==> config.mk <==
export PLATFORM = sky130hd
export DESIGN_NAME = fsk_tx_scheduler
export DESIGN_NICKNAME = d
export VERILOG_FILES = /design/src/rtl/fsk_tx_scheduler_pkg.sv /design/src/rtl/fsk_tx_scheduler_rr_arb2.sv /design/src/rtl/fsk_tx_scheduler.sv
export SDC_FILE = /design/constraint.sdc
export NUM_CORES = 1
export LEC_CHECK = 0
export CAP_MARGIN = 20
export CORE_UTILIZATION = 45
export DETAILED_ROUTE_END_ITERATION = 10
export GPL_ROUTABILITY_DRIVEN = 0
export PLACE_DENSITY = 0.72
export SYNTH_ARGS = -nofsm -noshare
export SYNTH_HDL_FRONTEND = slang
export SYNTH_HIERARCHICAL = 1
export SYNTH_SLANG_ARGS = --single-unit
==> constraint.sdc <==
create_clock -name clk2 -period 6 [get_ports clk2]
set_clock_uncertainty 0.15 [all_clocks]
set_input_delay 1.5 -clock clk2 [delete_from_list [all_inputs] [get_ports clk2]]
set_output_delay 1.5 -clock clk2 [all_outputs]
set_load 0.01 [all_outputs]
==> src/rtl/fsk_tx_scheduler_pkg.sv <==
// Shared defaults and state encoding for the FSK frame scheduler.
package fsk_pkg;

  localparam int unsigned DEF_CW_W        = 14;
  localparam int unsigned DEF_BIT_CYCLES  = 16;
  localparam int unsigned DEF_PRE_LEN     = 8;
  localparam logic [7:0]  DEF_PRE_PATTERN = 8'b01111110;
  localparam int unsigned DEF_GAP_BITS    = 2;

  typedef enum logic [2:0] {
    IDLE,
    PRE,
    CHID,
    DATA,
    GAP
  } state_t;

  function automatic int unsigned max3(input int unsigned a, input int unsigned b,
                                       input int unsigned c);
    int unsigned m;
    m = (a > b) ? a : b;
    return (m > c) ? m : c;
  endfunction

endpackage

==> src/rtl/fsk_tx_scheduler_rr_arb2.sv <==
// Two-requester round-robin arbiter; pointer moves to the loser on an accepted grant.
module fsk_rr_arb2 (
  input  logic       i_clk,
  input  logic       i_reset,
  input  logic       i_en,
  input  logic [1:0] i_req,
  output logic [1:0] o_gnt,
  output logic       o_gnt_chan
);

  logic r_ptr;
  logic w_win;

  always_comb begin
    o_gnt = '0;
    w_win = i_req[r_ptr] ? r_ptr : ~r_ptr;
    if (i_en && (|i_req)) begin
      o_gnt[w_win] = 1'b1;
    end
    o_gnt_chan = w_win;
  end

  // A grant always coincides with the requester's valid, so it is the transfer.
  always_ff @(posedge i_clk) begin
    if (i_reset) begin
      r_ptr <= 1'b0;
    end else if (|o_gnt) begin
      r_ptr <= ~w_win;
    end
  end

endmodule

==> src/rtl/fsk_tx_scheduler.sv <==
// Frame scheduler: arbitrates two codeword sources and serialises preamble, channel ID, data and gap.
module fsk_tx_scheduler
  import fsk_pkg::*;
#(
  parameter int unsigned         CW_W        = DEF_CW_W,
  parameter int unsigned         BIT_CYCLES  = DEF_BIT_CYCLES,
  parameter int unsigned         PRE_LEN     = DEF_PRE_LEN,
  parameter logic [PRE_LEN-1:0]  PRE_PATTERN = DEF_PRE_PATTERN,
  parameter int unsigned         GAP_BITS    = DEF_GAP_BITS
) (
  input  logic            clk2,
  input  logic            reset,
  input  logic            en,
  input  logic [CW_W-1:0] cw0,
  input  logic            cw0_valid,
  output logic            cw0_ready,
  input  logic [CW_W-1:0] cw1,
  input  logic            cw1_valid,
  output logic            cw1_ready,
  output logic            tx_bit,
  output logic            tx_active,
  output logic            bit_strobe,
  output logic            tx_chan,
  output logic            frame_done,
  output logic            busy
);

  localparam int unsigned CYC_W = $clog2(BIT_CYCLES);
  localparam int unsigned IDX_W = $clog2(max3(PRE_LEN, CW_W, GAP_BITS));

  state_t             r_state, w_state_nxt;
  logic [CYC_W-1:0]   r_cyc, w_cyc_nxt;
  logic [IDX_W-1:0]   r_idx, w_idx_nxt;
  logic [CW_W-1:0]    r_cw;
  logic               r_chan;
  logic               r_tx_bit, r_tx_active, r_bit_strobe;
  logic [1:0]         w_gnt;
  logic               w_gnt_chan;
  logic               w_xfer;
  logic               w_bit_end;
  logic               w_tx_bit_nxt;
  logic [PRE_LEN-1:0] w_pre_sh;
  logic [CW_W-1:0]    w_cw_sh;

  fsk_rr_arb2 u_arb (
    .i_clk      (clk2),
    .i_reset    (reset),
    .i_en       (en && (r_state == IDLE)),
    .i_req      ({cw1_valid, cw0_valid}),
    .o_gnt      (w_gnt),
    .o_gnt_chan (w_gnt_chan)
  );

  assign w_xfer    = |w_gnt;
  assign cw0_ready = w_gnt[0];
  assign cw1_ready = w_gnt[1];
  assign w_bit_end = (r_cyc == CYC_W'(BIT_CYCLES - 1));

  always_comb begin
    w_state_nxt = r_state;
    w_idx_nxt   = r_idx;
    w_cyc_nxt   = '0;
    if (r_state != IDLE) begin
      w_cyc_nxt = w_bit_end ? '0 : r_cyc + 1'b1;
    end
    unique case (r_state)
      IDLE: if (w_xfer) begin
        w_state_nxt = PRE;
        w_idx_nxt   = '0;
      end
      PRE: if (w_bit_end) begin
        if (r_idx == IDX_W'(PRE_LEN - 1)) begin
          w_state_nxt = CHID;
          w_idx_nxt   = '0;
        end else begin
          w_idx_nxt = r_idx + 1'b1;
        end
      end
      CHID: if (w_bit_end) begin
        w_state_nxt = DATA;
        w_idx_nxt   = '0;
      end
      DATA: if (w_bit_end) begin
        if (r_idx == IDX_W'(CW_W - 1)) begin
          w_state_nxt = GAP;
          w_idx_nxt   = '0;
        end else begin
          w_idx_nxt = r_idx + 1'b1;
        end
      end
      GAP: if (w_bit_end) begin
        if (r_idx == IDX_W'(GAP_BITS - 1)) begin
          w_state_nxt = IDLE;
          w_idx_nxt   = '0;
        end else begin
          w_idx_nxt = r_idx + 1'b1;
        end
      end
      default: w_state_nxt = IDLE;
    endcase
  end

  // Outputs are registered from next-state values so they line up with the bit they describe.
  always_comb begin
    w_pre_sh     = PRE_PATTERN << w_idx_nxt;
    w_cw_sh      = r_cw >> w_idx_nxt;
    w_tx_bit_nxt = 1'b0;
    unique case (w_state_nxt)
      PRE:     w_tx_bit_nxt = w_pre_sh[PRE_LEN-1];
      CHID:    w_tx_bit_nxt = r_chan;
      DATA:    w_tx_bit_nxt = w_cw_sh[0];
      default: w_tx_bit_nxt = 1'b0;
    endcase
  end

  always_ff @(posedge clk2) begin
    if (reset) begin
      r_state      <= IDLE;
      r_cyc        <= '0;
      r_idx        <= '0;
      r_cw         <= '0;
      r_chan       <= 1'b0;
      r_tx_bit     <= 1'b0;
      r_tx_active  <= 1'b0;
      r_bit_strobe <= 1'b0;
    end else begin
      r_state      <= w_state_nxt;
      r_cyc        <= w_cyc_nxt;
      r_idx        <= w_idx_nxt;
      r_tx_bit     <= w_tx_bit_nxt;
      r_tx_active  <= (w_state_nxt == PRE) || (w_state_nxt == CHID) || (w_state_nxt == DATA);
      r_bit_strobe <= (w_state_nxt != IDLE) && (w_cyc_nxt == '0);
      if (w_xfer) begin
        r_cw   <= w_gnt_chan ? cw1 : cw0;
        r_chan <= w_gnt_chan;
      end
    end
  end

  assign tx_bit     = r_tx_bit;
  assign tx_active  = r_tx_active;
  assign bit_strobe = r_bit_strobe;
  assign tx_chan    = r_chan;
  assign busy       = (r_state != IDLE);
  assign frame_done = (r_state == DATA) && w_bit_end && (r_idx == IDX_W'(CW_W - 1));

endmodule

* Word level (Yosys, flattened, before mapping)
Cells that the tools add are included.
W data, S select, Z words.
** Operators by class
- Add/subtract/negate cells :: 2
- Magnitude comparators :: 3
- Equality and inequality tests :: 11
- Shifts and indexed selects :: 2
- Mux-type cells :: 28
- Bitwise logic cells :: 2
- Reductions and logical operators :: 14
** Operator list (count)
- $mux W4 :: 10
- $mux W3 :: 8
- $pmux W4 S5 :: 1
- $pmux W3 S5 :: 1
- $mux W14 :: 1
- $shr A14 B4 Y1 :: 1
- $eq A3 B2 Y1 const B :: 4
- $add A4 B1 Y4 const B :: 2
- $eq A4 B4 Y1 const B :: 2
- $shl A7 B4 Y8 const A :: 1
- $eq A3 B1 Y1 const B :: 2
- $logic_and A1 B1 Y1 :: 6
- $reduce_bool A3 Y1 :: 2
- $eq A4 B1 Y1 const B :: 1
- $eq A4 B3 Y1 const B :: 1
- $logic_not A4 Y1 :: 1
- $lt A1 B2 Y1 const B :: 2
- $mux W1 :: 4
- $reduce_or A2 Y1 :: 2
- $eq A3 B3 Y1 const B :: 1
- $logic_not A3 Y1 :: 1
- $pmux W1 S3 :: 1
- $logic_or A1 B1 Y1 :: 2
- $mux W2 :: 1
- 3 further kinds :: 4
** Word-level totals
- Register bits after elaboration :: 30
- Input bits :: 33
- Output and inout port bits :: 8

* Depth between registers and ports, before layout
- Depth in word-level cells :: 14
- Mapped depth :: 14
- Gate-level depth less buffers :: 13

* Cells and area by module
The synthesis kept the hierarchy.
** Modules (own cells, without submodules)
- fsk_tx_scheduler :: instances 1, cells an instance 209, area an instance 1820.5 um^2, sequential area each 580.6 um^2
- fsk_rr_arb2 :: instances 1, cells an instance 10, area an instance 65.1 um^2, sequential area each 20.0 um^2

* Worst setup path before layout
OpenSTA, ideal clock, no wires.
- Path type :: input port to flip-flop
- Start :: in en
- End :: reg r_tx_bit, in the netlist tx_bit
- Setup time :: 122 ps
- Data arrival time :: 3370 ps
- Data required time :: 5728 ps
- Setup slack :: 2358 ps
- Stages on the path :: 11
- Buffers on the path :: 0
- Path through :: and2_1 -> nand2_1 -> a21oi_1 -> nor4_1 -> a211o_2 -> a32o_1 -> nor2_1 -> nand3_1 -> and4b_1 -> o21bai_2 -> nand3_1
** Between the ends
- Longest elaborated chain between the ends :: 8
- Elaborated cells between the ends (all ways) :: 14
** RTL lines
- start: declaration :: line fsk_tx_scheduler.sv:13 : input logic en,
- $logic_and A1 B1 Y1 * :: line fsk_tx_scheduler.sv:48 : .i_en (en && (r_state == IDLE)),
- $logic_and A1 B1 Y1 * :: line fsk_tx_scheduler_rr_arb2.sv:17 : if (i_en && (|i_req)) begin
- $mux W2 * :: line fsk_tx_scheduler_rr_arb2.sv:17
- net cw0_ready :: line fsk_tx_scheduler.sv:16 : output logic cw0_ready,
- $reduce_or A2 Y1 * :: line fsk_tx_scheduler.sv:54 : assign w_xfer = |w_gnt;
- $mux W4 or $mux W3 (tied branches) :: line fsk_tx_scheduler.sv:67 : IDLE: if (w_xfer) begin
- $pmux W4 S5 or $pmux W3 S5 (tied branches) :: line fsk_tx_scheduler.sv:66 : unique case (r_state)
- $shr A14 B4 Y1, or another cell as far along :: line fsk_tx_scheduler.sv:106 : w_cw_sh = r_cw >> w_idx_nxt;
- $pmux W1 S3 * :: line fsk_tx_scheduler.sv:108 : unique case (w_state_nxt)
- end signal: assignment :: line fsk_tx_scheduler.sv:130 : r_tx_bit <= w_tx_bit_nxt;
- end: declaration :: line fsk_tx_scheduler.sv:36 : logic r_tx_bit, r_tx_active, r_bit_strobe;
Mark *: on every way through the listed nets, which the timed path passes. The rest lies on a longest branch.
A chain may end at the register's enable or synchronous reset.

* Worst setup path in the final report
- Start :: in en
- End :: out cw0_ready
** Between the ends
- Longest elaborated chain between the ends :: 3
** RTL lines (line)
- $logic_and A1 B1 Y1 :: fsk_tx_scheduler.sv:48
- $logic_and A1 B1 Y1 :: fsk_tx_scheduler_rr_arb2.sv:17
- $mux W2 :: fsk_tx_scheduler_rr_arb2.sv:17
- end: declaration :: fsk_tx_scheduler.sv:16
No other way between the ends.

==> results.toml <==
[run_status]
status = "finished clean"

[route]
wl_mm = 3.90
wl_per_cell_um = 12.9
vias = 1673
ant_nets = 0
drc = 0
vias_per_cell = 5.56
drt-initial-drc-count = 87
drtPass1Iterations = 4

[synth]
synth_compound_area_share_pct = 22.7
yosysMostFrequentCell = "nor2_1"
syn_nets = 255
netlist_area_um2 = 1890
syn_inst = 219
synth_flop_cell = "dfxtp_1"
synth-seq-cells = 30
synthSimpleGateAreaFrac_pct = 23.9
synth_mux_area_share_pct = 11.7
syn_avg_cell_area_um2 = 8.61
synth_fa_ha_area_share_pct = 1.99
yosysWarnings = 6
yosys-top-cells-count = "nor2_1 (37), dfxtp_1 (30), mux2i_1 (21)"
yosys.area.top_type = "dfxtp_1"
synth_enable_flop_cells = 0
synthXorXnorAreaFrac_pct = 0.464
ys_types = 65
ys_seq_area_share_pct = 31.9
ys_async_sr_fraction_pct = 0
synth_top_area_share_pct = 31.9
synth_area_leaders = "dfxtp_1 (32%), mux2i_1 (11%), nor2_1 (7.4%)"
synth_top_family_by_area = "simple AND/OR/NAND/NOR gates"

[grt]
grt_pass1_wl_mm = 6.69
grt_pass1_vias = 1504
grt_max_degree = 33
grt-ovfl-total = 0
antenna_found_initial = 0
track_usage_pct = 19.9

[timing]
slew_viol_final = 0
setup-tns-final_ns = 0
relSlewSlack_pct = 33.5
hold_viol_final = 0
tightest_slew_ns = 0.994
finalSetupViolCount = 0
rsz0062_at_grt = "false"
fin_crit_ns = 4.62
fin_crit_sh_pct = 77.0
fmax_mhz = 216

[pwr]
p_switching_w = 0.000131
ir_worst_vdd_mv = 0.107
p_leak_nw = 0.893
power.clock.fraction_pct = 34.5
sw_frac_of_total_pct = 26.8
power.density_nw_per_um2 = 209
power_w = 0.000490
p_int_w = 0.000359
p_comb_share_pct = 19.8
power_frac_seq_pct = 45.7

[worst_setup_path]
cpMostUsedCell = "clkdlybuf4s50_1"
worstPathRequired_ns = 4.35
critPathMaxFanout = 4
crit_path_cell_trace = "clkdlybuf4s50_1 -> and2_1 -> nand2_1 -> a21oi_1 -> clkdlybuf4s50_1"
crit_type = "input pin to output pin"
endpoint_kind = "output pin"
worstPathArrival_ns = 2.97
slowest_delay_ns = 0.58
cp-start-kind = "input pin"
crit_path_top_delay_cell = "clkdlybuf4s50_1"

[floorplan]
initial_core_util_pct = 47.1
fp.dieH_um = 66.7
io_pins = 41
die_w_um = 66.7
rows = 23
die-area_um2 = 4450
coreArea_um2 = 4000

[clock_tree]
cts_buffers = 5
ctsResizeCount = 0
insertion_delay_ns = 0.28
htree_num_levels = 2
cts-root-buf = "clkbuf_8"
cts_sinks = 30
clk_path_buf_depth = 2
cts_setup_buffers = 0
cts.hold.buffers_added = 0
cts_tree = "done"
clkTransAtPathRegs_ns = 0.06

[final_layout]
antenna_cells = 0
syn_to_final_growth_pct = 24.4
fillCellCount = 379
layout-drive-gt1-share_pct = 11.2
fin_nets = 286
final_core_util_pct = 58.6

[min_path]
hold_path_class = "register to register"

[flow_run]
max_cap_violations = 0

[placed_design]
io_buffers = 40
hpwl_mm = 2.87
[critical path: cells and delay by family]
| kind | cells | cell delay [ns] |
|---|---|---|
| AOI/OAI and AO/OA | 1 | 0.20 |
| buffers and inverters | 2 | 1.02 |
| and+or+nand+nor | 2 | 0.25 |
[cell type report]
type,count,area [µm²],share of cell area (%)
clock buffer,6,82.6,3.52
clock inverter,2,12.5,0.533
inverter,8,30.0,1.28
multi-input combinational,164,1150,49.0
sequential,30,601,25.6
tap,50,62.6,2.67
timing repair buffer,41,408,17.4
[state kept, by name, summed over array words and instances (netlist names)]
register / flops
tx_active: 1
r_cw: 14
tx_chan: 1
r_state: 3
u_arb/r_ptr: 1
r_idx: 4
r_cyc: 4
bit_strobe: 1
tx_bit: 1
[cell usage in the layout, fill, tap and decap left out, drive strengths merged, types with 2 or more instances in the layout]
cell type / netlist / layout
ha: 3 / 3
nand3b: 2 / 2
or2b: 2 / 2
nor2: 38 / 38
dfxtp: 30 / 30
a311oi: 2 / 2
inv: 8 / 8
a32oi: 2 / 2
and3: 2 / 2
nand4: 3 / 3
a2111oi: 2 / 2
a21oi: 10 / 10
o21bai: 2 / 2
nand2: 8 / 8
a211oi: 14 / 14
nand3: 8 / 8
o22ai: 2 / 2
nor4: 2 / 2
nor3b: 3 / 3
mux2i: 21 / 21
o21ai: 5 / 5
clkdlybuf4s50: 0 / 40
nand2b: 2 / 2
clkbuf: 7 / 6
and2: 2 / 2
o311ai: 2 / 2
nor3: 5 / 5
or2: 2 / 2
[cells by family (layout without fill, tap and decap cells)]
family / count (synthesis) / in the layout
flops: 30 / 30
fa+ha+maj: 3 / 3
mux: 22 / 22
compound gates: 52 / 52
simple gates: 86 / 86
buf+inv: 25 / 57
xor+xnor: 1 / 1
[per-stage QoR]
step / instances / area [µm²] / hold WS, ns / setup WS (ns)
4_1_cts: 301 / 2350 / 0.350 / 1.36
5_1_grt: 301 / 2350 / 0.367 / 1.28
3_3_place_gp: 293 / 2250 / 0.342 / 1.43
3_5_place_dp: 293 / 2250 / 0.341 / 1.38
2_1_floorplan: 219 / 1890 / 0.321 / 2.36
6_report: 301 / 2350 / 0.347 / 1.38
[worst paths after layout]
kind	startpoint	endpoint	slack, ns	depth (start not counted)
worst max register to register	r_state[1]	tx_bit	2.37	12
worst min-delay path	r_cw[1]	r_cw[1]	0.35	2
worst max-delay path	en	cw0_ready	1.38	5
worst min register to register	r_cw[1]	r_cw[1]	0.35	2
[layer usage]
layer | wire length, µm | track usage [%]
met1 | 1720 | 23.7
met2 | 1930 | 33.6
met3 | 167 | 3.60
met4 | 74 | 10.4
met5 | 0 | 0
[power by group through the flow]
stage / logic, W / registers, W / clock network, W
6_report: 0.0000971 / 0.000224 / 0.000169
4_1_cts: 0.0000981 / 0.000224 / 0.000174
2_1_floorplan: 0.0000636 / 0.000225 / 0
5_1_grt: 0.000109 / 0.000226 / 0.000181
3_5_place_dp: 0.0000977 / 0.000229 / 0
3_3_place_gp: 0.0000968 / 0.000228 / 0
Power figures use the tool's default switching activity.
